==> src/rtl/core_pkg.sv <==
// Shared fetch-path types and constants used by the instruction-fetch controller.
package core_pkg;

   typedef enum logic [1:0] {
      IDLE  = 2'd0,
      LOCAL = 2'd1,
      EXT   = 2'd2,
      RESP  = 2'd3
   } fetchState_e;

   localparam logic [31:0] NOP_INST          = 32'h0000_0013;
   localparam logic [31:0] DEFAULT_IMEM_BASE = 32'h0000_0000;

   function automatic logic isAligned(input logic [31:0] addr);
      return (addr[1:0] == 2'b00);
   endfunction

endpackage

==> src/rtl/ifetch_ctrl_if.sv <==
// Bus bundle between core fetch stage, local imem and external instruction port.
interface ifetch_ctrl_if #(
   parameter int IMEM_AW = 8
);
   logic               fetch_req;
   logic [31:0]        fetch_addr;
   logic               flush;
   logic               fetch_rdy;
   logic [31:0]        fetch_inst;
   logic               fetch_err;
   logic               busy;
   logic               imem_ren;
   logic [IMEM_AW-1:0] imem_addr;
   logic [31:0]        imem_rdata;
   logic               exIns_ren;
   logic [31:0]        exIns_addr;
   logic               exIns_valid;
   logic [31:0]        exIns_in;

   // Controller side of the bundle.
   modport slave (
      input  fetch_req, fetch_addr, flush, imem_rdata, exIns_valid, exIns_in,
      output fetch_rdy, fetch_inst, fetch_err, busy, imem_ren, imem_addr,
             exIns_ren, exIns_addr
   );

   // Environment side: core, imem and external port.
   modport master (
      output fetch_req, fetch_addr, flush, imem_rdata, exIns_valid, exIns_in,
      input  fetch_rdy, fetch_inst, fetch_err, busy, imem_ren, imem_addr,
             exIns_ren, exIns_addr
   );
endinterface

==> src/rtl/ifetch_timeout.sv <==
// Saturating wait counter for the external port; expire marks the last allowed cycle.
module ifetch_timeout #(
   parameter int TIMEOUT = 15
) (
   input  logic clk,
   input  logic nrst,
   input  logic clr,
   input  logic inc,
   output logic expire
);
   localparam int CW = $clog2(TIMEOUT + 1);
   localparam logic [CW-1:0] LAST = CW'(TIMEOUT - 1);
   localparam logic [CW-1:0] MAX  = CW'(TIMEOUT);

   logic [CW-1:0] cnt_r;

   // Count cycles spent waiting; clear on leaving or entering the wait.
   always_ff @(posedge clk or negedge nrst) begin
      if (!nrst) begin
         cnt_r <= {CW{1'b0}};
      end else if (clr) begin
         cnt_r <= {CW{1'b0}};
      end else if (inc && (cnt_r != MAX)) begin
         cnt_r <= cnt_r + CW'(1);
      end else begin
         cnt_r <= cnt_r;
      end
   end

   assign expire = (cnt_r >= LAST);
endmodule

==> src/rtl/ifetch_ctrl.sv <==
// Instruction-fetch controller: routes each fetch to local imem or the external port.
module ifetch_ctrl
   import core_pkg::*;
#(
   parameter logic [31:0] IMEM_BASE  = DEFAULT_IMEM_BASE,
   parameter int          IMEM_WORDS = 256,
   parameter int          TIMEOUT    = 15
) (
   input  logic         clk,
   input  logic         nrst,
   ifetch_ctrl_if.slave bus
);
   localparam int AW = $clog2(IMEM_WORDS);
   // 33-bit window bounds so a region ending at 4 GiB does not wrap.
   localparam logic [32:0] BASE33  = {1'b0, IMEM_BASE};
   localparam logic [32:0] LIMIT33 = BASE33 + (33'(IMEM_WORDS) << 2);

   fetchState_e   state_r, nextState_s;
   logic [31:0]   data_r, extAddr_r;
   logic          err_r;
   logic          busy_s, accept_s, aligned_s, isLocal_s, expire_s, cntClr_s;
   logic          rdy_s, err_s, imemRen_s;
   logic [31:0]   inst_s;
   logic [AW-1:0] imemIdx_s, imemAddr_s;

   assign aligned_s = isAligned(bus.fetch_addr);
   assign isLocal_s = ({1'b0, bus.fetch_addr} >= BASE33) && ({1'b0, bus.fetch_addr} < LIMIT33);
   assign imemIdx_s = AW'((bus.fetch_addr - IMEM_BASE) >> 2);
   assign busy_s    = (state_r == EXT) || (state_r == RESP);
   assign accept_s  = bus.fetch_req && !busy_s && !bus.flush;
   assign cntClr_s  = (state_r != EXT) || (nextState_s != EXT);

   ifetch_timeout #(.TIMEOUT(TIMEOUT)) u_timeout (
      .clk    (clk),
      .nrst   (nrst),
      .clr    (cntClr_s),
      .inc    (1'b1),
      .expire (expire_s)
   );

   // Next-state decode plus the combinational response and imem request.
   always_comb begin
      nextState_s = state_r;
      rdy_s       = 1'b0;
      inst_s      = 32'h0000_0000;
      err_s       = 1'b0;
      imemRen_s   = 1'b0;
      imemAddr_s  = {AW{1'b0}};
      case (state_r)
         IDLE, LOCAL: begin
            if ((state_r == LOCAL) && !bus.flush) begin
               rdy_s  = 1'b1;
               inst_s = bus.imem_rdata;
            end else begin
               rdy_s  = 1'b0;
            end
            if (accept_s) begin
               if (!aligned_s) begin
                  nextState_s = RESP;
               end else if (isLocal_s) begin
                  nextState_s = LOCAL;
                  imemRen_s   = 1'b1;
                  imemAddr_s  = imemIdx_s;
               end else begin
                  nextState_s = EXT;
               end
            end else begin
               nextState_s = IDLE;
            end
         end
         EXT: begin
            if (bus.flush) begin
               nextState_s = IDLE;
            end else if (bus.exIns_valid || expire_s) begin
               nextState_s = RESP;
            end else begin
               nextState_s = EXT;
            end
         end
         RESP: begin
            rdy_s       = !bus.flush;
            inst_s      = data_r;
            err_s       = err_r && !bus.flush;
            nextState_s = IDLE;
         end
         default: begin
            nextState_s = IDLE;
         end
      endcase
   end

   // State, captured response and latched external address.
   always_ff @(posedge clk or negedge nrst) begin
      if (!nrst) begin
         state_r   <= IDLE;
         data_r    <= 32'h0000_0000;
         err_r     <= 1'b0;
         extAddr_r <= 32'h0000_0000;
      end else begin
         state_r <= nextState_s;
         // Valid beats expiry when both land in the same cycle.
         if ((state_r == EXT) && bus.exIns_valid) begin
            data_r <= bus.exIns_in;
            err_r  <= 1'b0;
         end else if ((state_r == EXT) && expire_s) begin
            data_r <= NOP_INST;
            err_r  <= 1'b1;
         end else if (accept_s && !aligned_s) begin
            data_r <= NOP_INST;
            err_r  <= 1'b1;
         end else begin
            data_r <= data_r;
            err_r  <= err_r;
         end
         if (accept_s && aligned_s && !isLocal_s) begin
            extAddr_r <= bus.fetch_addr;
         end else begin
            extAddr_r <= extAddr_r;
         end
      end
   end

   assign bus.fetch_rdy  = rdy_s;
   assign bus.fetch_inst = inst_s;
   assign bus.fetch_err  = err_s;
   assign bus.busy       = busy_s;
   assign bus.imem_ren   = imemRen_s;
   assign bus.imem_addr  = imemAddr_s;
   assign bus.exIns_ren  = (state_r == EXT);
   assign bus.exIns_addr = extAddr_r;
endmodule

==> src/flat_wrapper.sv <==
// flat-port wrapper written by rule: the top's interface ports become plain ports
module ifetch_ctrl_flat import core_pkg::*;
#(
   parameter logic [31:0] IMEM_BASE  = DEFAULT_IMEM_BASE,
   parameter int          IMEM_WORDS = 256,
   parameter int          TIMEOUT    = 15
)
  (clk, nrst, bus_fetch_req, bus_fetch_addr, bus_flush, bus_imem_rdata, bus_exIns_valid, bus_exIns_in, bus_fetch_rdy, bus_fetch_inst, bus_fetch_err, bus_busy, bus_imem_ren, bus_imem_addr, bus_exIns_ren, bus_exIns_addr);
  ifetch_ctrl_if #(.IMEM_AW(8)) bus_i ();
  input  logic clk;
  input  logic nrst;
  input wire logic [$bits(bus_i.fetch_req)-1:0] bus_fetch_req;
  input wire logic [$bits(bus_i.fetch_addr)-1:0] bus_fetch_addr;
  input wire logic [$bits(bus_i.flush)-1:0] bus_flush;
  input wire logic [$bits(bus_i.imem_rdata)-1:0] bus_imem_rdata;
  input wire logic [$bits(bus_i.exIns_valid)-1:0] bus_exIns_valid;
  input wire logic [$bits(bus_i.exIns_in)-1:0] bus_exIns_in;
  output wire logic [$bits(bus_i.fetch_rdy)-1:0] bus_fetch_rdy;
  output wire logic [$bits(bus_i.fetch_inst)-1:0] bus_fetch_inst;
  output wire logic [$bits(bus_i.fetch_err)-1:0] bus_fetch_err;
  output wire logic [$bits(bus_i.busy)-1:0] bus_busy;
  output wire logic [$bits(bus_i.imem_ren)-1:0] bus_imem_ren;
  output wire logic [$bits(bus_i.imem_addr)-1:0] bus_imem_addr;
  output wire logic [$bits(bus_i.exIns_ren)-1:0] bus_exIns_ren;
  output wire logic [$bits(bus_i.exIns_addr)-1:0] bus_exIns_addr;
  assign bus_i.fetch_req = bus_fetch_req;
  assign bus_i.fetch_addr = bus_fetch_addr;
  assign bus_i.flush = bus_flush;
  assign bus_i.imem_rdata = bus_imem_rdata;
  assign bus_i.exIns_valid = bus_exIns_valid;
  assign bus_i.exIns_in = bus_exIns_in;
  assign bus_fetch_rdy = bus_i.fetch_rdy;
  assign bus_fetch_inst = bus_i.fetch_inst;
  assign bus_fetch_err = bus_i.fetch_err;
  assign bus_busy = bus_i.busy;
  assign bus_imem_ren = bus_i.imem_ren;
  assign bus_imem_addr = bus_i.imem_addr;
  assign bus_exIns_ren = bus_i.exIns_ren;
  assign bus_exIns_addr = bus_i.exIns_addr;
  ifetch_ctrl #(.IMEM_BASE(IMEM_BASE), .IMEM_WORDS(IMEM_WORDS), .TIMEOUT(TIMEOUT)) u_core (.clk(clk), .nrst(nrst), .bus(bus_i));
endmodule
==> config.mk <==
export PLATFORM = sky130hd
export DESIGN_NAME = ifetch_ctrl_flat
export DESIGN_NICKNAME = d
export VERILOG_FILES = /design/src/rtl/core_pkg.sv /design/src/rtl/ifetch_ctrl_if.sv /design/src/rtl/ifetch_timeout.sv /design/src/rtl/ifetch_ctrl.sv /design/src/flat_wrapper.sv
export SDC_FILE = /design/constraint.sdc
export NUM_CORES = 1
export LEC_CHECK = 0
export BUFFER_PORTS_ARGS = -buffer_cell sky130_fd_sc_hd__buf_2
export CAP_MARGIN = 30
export CORE_MARGIN = 2
export CORE_UTILIZATION = 46
export DETAILED_ROUTE_END_ITERATION = 10
export GPL_TIMING_DRIVEN = 1
export PLACE_DENSITY = 0.85
export SYNTH_ARGS = -nofsm -noshare
export SYNTH_HDL_FRONTEND = slang
export SYNTH_HIERARCHICAL = 1
export SYNTH_SLANG_ARGS = --single-unit
==> constraint.sdc <==
create_clock -name clk -period 2.27 [get_ports clk]
set_input_delay 0.227 -clock clk [delete_from_list [all_inputs] [get_ports clk]]
set_output_delay 0.227 -clock clk [all_outputs]
set_load 0.005 [all_outputs]
==> implementation parameters, run 1 <==
Parameter                              Value

Routing
  1st-pass router iterations ... 4
  DRC violation count after routing ... 0
  Number of design-rule violations left by the first detailed-router iteration ... 94
  Drt total wl ... 9.40 mm
  Detail Route Antenna Nets ... 0
  Detailed-route via count ... 3137
  Via-to-Cell Ratio ... 5.23
  Post-DR wirelength/cell ... 15.7 um

Run status
  Run status ... complete, no violations

Global route
  Global Route met2 Usage ... 35.3%
  Pin count of the biggest net entering global routing ... 72
  Global routing usage on met3 ... 5.13%
  Wire length of the first global-routing pass ... 14.3 mm
  Number of antenna violations at the first check in global routing ... 0
  Met1 Use GR ... 27.8%
  Global router's overall resource usage ... a little over a fifth
  Total congestion overflow after global routing ... 0
  Most Crowded Layer GR ... met2
  Via count of the first global-routing pass ... 2934

Timing
  Max frequency ... 0.500 GHz
  Shortest period the worst path allows ... 2.00 ns
  Setup Total Neg Slack ... 0 ns
  Finish-stage setup viols ... 0
  Max Clock Skew ... 0.00873 ns
  Slew @ Worst Pin ... 0.881 ns
  Final hold violation count ... 0
  Tightest slew margin relative to the limit ... 41.3%
  Setup repair after global routing missed its margin ... false
  Part of the cycle the worst path needs ... 88.1%
  Max Slew Vio Count ... 0

Clock network
  Post-CTS Repair Setup Buffers ... 0
  Post-cts repair resize count ... 0
  Number of buffers created by CTS ... 9
  Worst skew pair latency ... ~0.34 ns
  Total clock sinks ... 71
  Hold buffer count at CTS ... 0
  Maximum buffer depth of the clock tree ... 2
  Clock transition at the register clock pins on the worst setup and hold paths after CTS ... 0.08 ns
  Clock root buffer ... sky130_fd_sc_hd__clkbuf_8
  CTS tree ... yes
  Level count of the clock H-tree ... 3

Hold path
  HP Class ... input port to async pin

Power
  Power density over cell area ... 753 nW/um^2
  Combinational power share ... between 20 and 25%
  Clock Power Share ... 33.7%
  Sum of internal, switching and leakage power ... between 3 and 4 mW
  Internal power ... 2.73 mW
  Switching share of power ... 25.4%
  Cell leakage power ... 2.55 nW
  Max VDD drop ... 0.000444 V
  Sw Pwr ... 0.930 mW
  Register share of total power ... 44.8%

Cells and area
  Number of diodes added for antenna fixing ... 0
  Most common cell after layout, fill and taps aside ... sky130_fd_sc_hd__buf_2
  Fraction of layout instances using a drive strength above 1 ... 47.6%
  Count of placed standard cells in the final layout, fillers left out ... 600
  Post-synthesis to final-layout area growth ... 34.6%
  Most frequent cells in the layout ... 176 x sky130_fd_sc_hd__buf_2, 70 x sky130_fd_sc_hd__dfrtp_1, 35 x sky130_fd_sc_hd__a22o_1
  Total non-filler cell area in the finished layout ... between 4000 and 5000 um^2
  Utilization after layout ... 63.5%
  Total number of nets in the final design ... 596

Placement
  Placed Instance Area ... 4610 um^2
  Final weighted congestion in routability-driven placement ... 0.832
  # port buffers ... 177
  Estimated wirelength of the detail-placed design ... 6.89 mm
  Cell count after placement ... 584

Logic synthesis
  Number of enable flip-flop cells after synthesis ... 0
  Fraction of the yosys area taken by sequential cells ... approximately half
  Post-synthesis average cell area ... 11.4 um^2
  Post-synthesis instance area ... 3610 um^2
  Register bit total from synthesis ... between 70 and 80
  Post-Synthesis Cells ... about 320
  Portion of synthesized cell area occupied by the leading cell type ... 49.2%
  Cell type with the largest total area after synthesis ... sky130_fd_sc_hd__dfrtp_1
  Top cells by area in the synthesized netlist ... sky130_fd_sc_hd__dfrtp_1 49%, sky130_fd_sc_hd__mux2_4 10%, sky130_fd_sc_hd__a22o_1 8.5%
  Syn. warnings ... 6
  Predominant post-synthesis flop cell ... sky130_fd_sc_hd__dfrtp_1
  Netlist cell types ... 37
  Post-synthesis async set-or-reset flop share ... 100%

Floorplan
  Starting utilization of the core area ... 47.2%
  Core footprint ... 7650 um^2
  Height of the die ... approximately 90 um
  Number of primary I/O pins ... ~180
  Standard-cell rows ... 32
  Floorplan die area ... 8570 um^2
  Die width ... between 90 and 100 um

Worst setup path
  Destination of the worst register-to-register timing path ... u_core/data_r[2]$_DFFE_PN0P_
  Data required time at the worst endpoint ... 2.04 ns
  R2R Setup Slk ... 0.42 ns
  Worst Path Class, Setup ... flop to output port
  Worst reg2reg path startpoint ... u_core/u_timeout/cnt_r[0]$_DFFE_PN0P_
  Type of element launching the critical path ... flop
  Count of cells along the worst register-to-register path ... 8
  Largest fanout on the critical path ... 15
  Data arrival at the endpoint of the critical path ... 1.77 ns
  Capturing element type of the critical path ... output port

Job
  Max capacitance violation total ... 0
-- flip-flops by register name, indices dropped and copies added (netlist names) --
name,cells
u_core/bus.exIns_addr,32
u_core/data_r,32
u_core/u_timeout/cnt_r,4
u_core/state_r,2
u_core/err_r,1
-- per-layer routing --
metal	wire length (um)	vias to the layer above	part of all wire, %
li1	-	1501	-
met1	4110	1498	44
met2	4530	128	48
met3	659	10	7.0
met4	95	0	1.0
met5	0	-	0
-- area by class of cell --
type	count	area, um^2
clock buffer	11	141
sequential	71	1780
clock inverter	5	104
inverter	2	7.51
multi-input combinational	220	1720
tap	102	128
fill	632	2790
timing repair buffer	189	978
-- worst max-delay path, cell delays in order (launching register included) --
cell                       delay, ns
sky130_fd_sc_hd__dfrtp_2        0.41
sky130_fd_sc_hd__nand2b_4       0.17
sky130_fd_sc_hd__nor4_4         0.27
sky130_fd_sc_hd__buf_4          0.28
sky130_fd_sc_hd__and3_1         0.19
sky130_fd_sc_hd__buf_2          0.11
-- power by group through the flow --
stage                     Sequential [mW]  Clock, mW  Combinational (mW)
after detailed placement             1.65          0               0.797
after floorplan                      1.64          0               0.437
after global routing                 1.66       1.31               0.858
final                                1.64       1.23               0.786
after global placement               1.66          0               0.764
after CTS                            1.64       1.26               0.793
-- worst max path at each step --
stage                                                      from                             to  slack, ns  cells past startpoint
after floorplan           u_core/u_timeout/cnt_r[0]$_DFFE_PN0P_  u_core/data_r[21]$_DFFE_PN0P_       0.52                      9
after global placement                       bus_fetch_addr[31]               bus_imem_addr[2]       0.50                      7
after detailed placement                     bus_fetch_addr[31]               bus_imem_addr[4]       0.41                      7
after CTS                           u_core/state_r[1]$_DFF_PN0_               bus_imem_addr[4]       0.26                      5
after global routing                u_core/state_r[1]$_DFF_PN0_               bus_imem_addr[4]       0.17                      5
final                               u_core/state_r[1]$_DFF_PN0_               bus_imem_addr[4]       0.27                      5
-- cell usage after synthesis (4+ instances only) --
cell and n:
sky130_fd_sc_hd__a21oi_1 32, sky130_fd_sc_hd__a22o_1 35, sky130_fd_sc_hd__and2_1 4, sky130_fd_sc_hd__and3_1 9, sky130_fd_sc_hd__clkbuf_1 20, sky130_fd_sc_hd__dfrtp_1 71
sky130_fd_sc_hd__mux2_4 24, sky130_fd_sc_hd__nor2_1 12, sky130_fd_sc_hd__nor2b_1 34, sky130_fd_sc_hd__nor3b_1 29, sky130_fd_sc_hd__nor4_1 5
-- through the flow --
stage          hold slack, ns  setup slack, ns
3_3_place_gp            0.390            0.502
2_1_floorplan         -0.0686            0.524
6_report              0.00611            0.270
5_1_grt                0.0748            0.172
4_1_cts                0.0338            0.257
3_5_place_dp            0.408            0.410
-- kinds of logic after synthesis --
logic type / share of synthesized area [%]
compound gates: 15.9
mux: 10.6
other cells: 0.104
simple gates: 19.8
buf+inv: 3.71
flops: 49.2
fa+ha+maj: 0.693
No activity file was read; power rests on OpenSTA's default activity.
==> inputs of run 2 (changes only) <==
--- a/config.mk
+++ b/config.mk
@@ -5,10 +5,11 @@
 export SDC_FILE = /design/constraint.sdc
 export NUM_CORES = 1
 export LEC_CHECK = 0
+export ABC_AREA = 1
 export BUFFER_PORTS_ARGS = -buffer_cell sky130_fd_sc_hd__buf_2
 export CAP_MARGIN = 30
 export CORE_MARGIN = 2
-export CORE_UTILIZATION = 46
+export CORE_UTILIZATION = 45
 export DETAILED_ROUTE_END_ITERATION = 10
 export GPL_TIMING_DRIVEN = 1
 export PLACE_DENSITY = 0.85
==> run 2 against run 1 <==
  * Area after synthesis decreased by 5.3%
  * Wire length decreased by 3.5%
  * Worst setup slack improved by 0.043 ns
  * Synthesized cell count increased by 39%
  * Design area decreased by 6.0%
  * Cell count increased by 19%
  * Via count increased by 9.9%
  * Largest cell class unchanged
  * Largest power group unchanged
==> implementation parameters, run 2 <==
Parameter                              Value

Cells and area
  Area taken by flip-flops and latches ... around 1800 um^2
  Most frequent cells in the layout ... 177 x sky130_fd_sc_hd__buf_2, 123 x sky130_fd_sc_hd__nand2_1, 71 x sky130_fd_sc_hd__dfrtp_1
  Post-synthesis to final-layout area growth ... 33.5%
  Number of fill cells in the layout ... 659
  Area used by multi-input combinational logic ... about 1300 um^2
  Fraction of layout instances using a drive strength above 1 ... 34.9%
  Most common cell after layout, fill and taps aside ... sky130_fd_sc_hd__buf_2
  Number of diodes added for antenna fixing ... 0
  Utilization after layout ... between 60% and 70%
  Total number of nets in the final design ... 716

Hold path
  HP Class ... input port to flop

Global route
  Pin count of the biggest net entering global routing ... 34
  Global router's overall resource usage ... a little under a quarter
  Number of antenna violations at the first check in global routing ... 0
  Wire length of the first global-routing pass ... 15.2 mm
  Total congestion overflow after global routing ... 0
  Via count of the first global-routing pass ... 3425

Floorplan
  Starting utilization of the core area ... 46.9%
  Height of the die ... 91.2 um
  Standard-cell rows ... 31
  Number of primary I/O pins ... 178
  Floorplan die area ... 8310 um^2
  Core footprint ... between 7000 and 8000 um^2
  Die width ... 91.2 um

Worst setup path
  Worst stage delay on the critical path ... 0.41 ns
  Crit path buffers/inverters ... 2
  Data required time at the worst endpoint ... between 2 and 3 ns
  Most common cell type on the critical path ... sky130_fd_sc_hd__nand2_1
  Type of element launching the critical path ... flop
  Cell with the largest stage delay on the worst path ... sky130_fd_sc_hd__dfrtp_1
  Top delay family on crit path ... simple AND/OR/NAND/NOR gates
  Largest fanout on the critical path ... 25
  Capturing element type of the critical path ... flop
  Worst Path Class, Setup ... flop to flop
  Data arrival at the endpoint of the critical path ... 2.19 ns
  Crit-path cells ... inv_1, ha_1, o211a_1, or2_2, nand2_1, nand2_1, buf_4, o21ai_0

Power
  Clock Power Share ... approximately 28%
  Internal power ... roughly 2.4 mW
  Max VDD drop ... 0.000390 V
  Combinational power share ... 22.5%
  Switching share of power ... 28.7%
  Register share of total power ... 49.6%
  Sw Pwr ... 0.949 mW
  Cell leakage power ... 2.62 nW
  Sum of internal, switching and leakage power ... 3.30 mW
  Power density over cell area ... ~720 nW/um^2

Clock network
  Worst skew pair latency ... 0.33 ns
  Number of buffers created by CTS ... 9
  Clock transition at the register clock pins on the worst setup and hold paths after CTS ... 0.07 ns
  Post-cts repair resize count ... 0
  Maximum buffer depth of the clock tree ... 2
  Clock root buffer ... sky130_fd_sc_hd__clkbuf_8
  CTS tree ... yes
  Post-CTS Repair Setup Buffers ... 0
  Level count of the clock H-tree ... 3
  Total clock sinks ... 71

Logic synthesis
  Main combinational cell family by area after synthesis ... simple AND/OR/NAND/NOR gates
  Predominant post-synthesis flop cell ... sky130_fd_sc_hd__dfrtp_1
  Netlist cell types ... 25
  Compound-cell area share of the yosys netlist ... 12.1%
  Multiplexer share of the synthesized area ... 0%
  Post-synthesis instance area ... roughly 3400 um^2
  Syn. warnings ... 6
  Top cells by area in the synthesized netlist ... sky130_fd_sc_hd__dfrtp_1 52%, sky130_fd_sc_hd__nand2_1 14%, sky130_fd_sc_hd__o21ai_0 8.3%
  Fraction of the yosys area taken by sequential cells ... 52.0%
  Post-Synthesis Cells ... 439
  XOR/XNOR share of the synthesized area ... 0.256%
  Simple-gate share of the synthesized area ... 24.8%
  Post-synthesis async set-or-reset flop share ... 100%
  Post-synthesis adder-cell area fraction ... less than 1%
  Syn Nets ... 542
  Post-synthesis average cell area ... 7.79 um^2
  Library cell with the highest instance count after synthesis ... sky130_fd_sc_hd__nand2_1
  Top cells by instance count after synthesis ... 123 x sky130_fd_sc_hd__nand2_1, 71 x sky130_fd_sc_hd__dfrtp_1, 57 x sky130_fd_sc_hd__o21ai_0, 55 x sky130_fd_sc_hd__inv_1, 39 x sky130_fd_sc_hd__nand3_1
  Cell type with the largest total area after synthesis ... sky130_fd_sc_hd__dfrtp_1
  Number of enable flip-flop cells after synthesis ... 0
  Register bit total from synthesis ... 71
  Portion of synthesized cell area occupied by the leading cell type ... 52.0%

Timing
  Setup Total Neg Slack ... 0 ns
  Max frequency ... 0.511 GHz
  Shortest period the worst path allows ... slightly below 2 ns
  Final hold violation count ... 0
  Max Slew Vio Count ... 0
  Setup repair after global routing missed its margin ... false
  Fin Hold WS ... ~0.10 ns
  Finish-stage setup viols ... 0
  Max Clock Skew ... a little over 0.008 ns
  Part of the cycle the worst path needs ... 86.2%

Routing
  Number of design-rule violations left by the first detailed-router iteration ... 105
  1st-pass router iterations ... 5
  Post-DR wirelength/cell ... about 13 um
  Detailed-route via count ... 3447
  Via-to-Cell Ratio ... 4.82
  Drt total wl ... 9.07 mm
  DRC violation count after routing ... 0
  Detail Route Antenna Nets ... 0

Placement
  Final weighted congestion in routability-driven placement ... 0.825
  # port buffers ... 177
  Estimated wirelength of the detail-placed design ... 6.85 mm

Job
  Max capacitance violation total ... 0

Run status
  Run status ... complete, no violations
[run 2: cell type report]
type                    instances  area share, %
flip-flops and latches         71           38.9
well taps                      99           2.71
multi-input cells             285           28.4
inverters                      60           4.96
repair buffers                186           20.9
clock buffers                  14           4.00
[run 2: timing repair]
| item | CTS | global route |
|---|---|---|
| setup endpoints to repair | 0 | 0 |
| hold endpoints to repair | 8 | 0 |
| hold buffers | 1 | 0 |
[run 2: worst reg2reg max path: stages (launching register included)]
cell and delay, ns:
sky130_fd_sc_hd__dfrtp_1 0.41, sky130_fd_sc_hd__inv_1 0.10, sky130_fd_sc_hd__ha_1 0.21, sky130_fd_sc_hd__o211a_1 0.21, sky130_fd_sc_hd__or2_2 0.30, sky130_fd_sc_hd__nand2_1 0.06, sky130_fd_sc_hd__nand2_1 0.13, sky130_fd_sc_hd__buf_4 0.25
sky130_fd_sc_hd__o21ai_0 0.19
[run 2: per-layer routing]
metal / global-route usage (%) / routed length (um)
met1: 27.2 / 3760
met2: 39.6 / 4310
met3: 5.73 / 870
met4: 7.58 / 128
met5: 0 / 0
[run 2: per-stage QoR]
stage	cells	setup slack, ns	cell area (um^2)
after floorplan	439	0.592	3420
after global routing	715	0.172	4560
after detailed placement	700	0.354	4370
after global placement	700	0.482	4370
final	715	0.313	4560
after CTS	715	0.325	4560
[run 2: cell families after synthesis]
| family | after synthesis |
|---|---|
| buffers and inverters | 83 |
| xor gates and xnor gates | 1 |
| adders and majority gates | 2 |
| AOI/OAI and AO/OA | 78 |
| DFF | 71 |
| other | 1 |
| and+or+nand+nor | 203 |
[run 2: power by group through the flow]
stage | registers [mW] | clock network [mW] | logic, mW
final | 1.64 | 0.922 | 0.742
after CTS | 1.64 | 0.950 | 0.752
after global routing | 1.67 | 1.00 | 0.852
after global placement | 1.65 | 0 | 0.719
after floorplan | 1.65 | 0 | 0.366
after detailed placement | 1.66 | 0 | 0.752
[run 2: worst paths after layout]
path,startpoint,to,slack (ns),depth (start not counted)
max,u_core/u_timeout/cnt_r[0]$_DFFE_PN0P_,u_core/data_r[13]$_DFFE_PN0P_,0.31,8
min,bus_exIns_in[27],u_core/data_r[27]$_DFFE_PN0P_,0.10,3
max reg2reg,u_core/u_timeout/cnt_r[0]$_DFFE_PN0P_,u_core/data_r[13]$_DFFE_PN0P_,0.31,8
min reg2reg,u_core/bus.exIns_addr[25]$_DFFE_PN0P_,u_core/bus.exIns_addr[25]$_DFFE_PN0P_,0.48,2
max in group asynchronous,nrst,u_core/data_r[30]$_DFFE_PN0P_,1.31,3
min in group asynchronous,nrst,u_core/bus.exIns_addr[21]$_DFFE_PN0P_,0.28,2
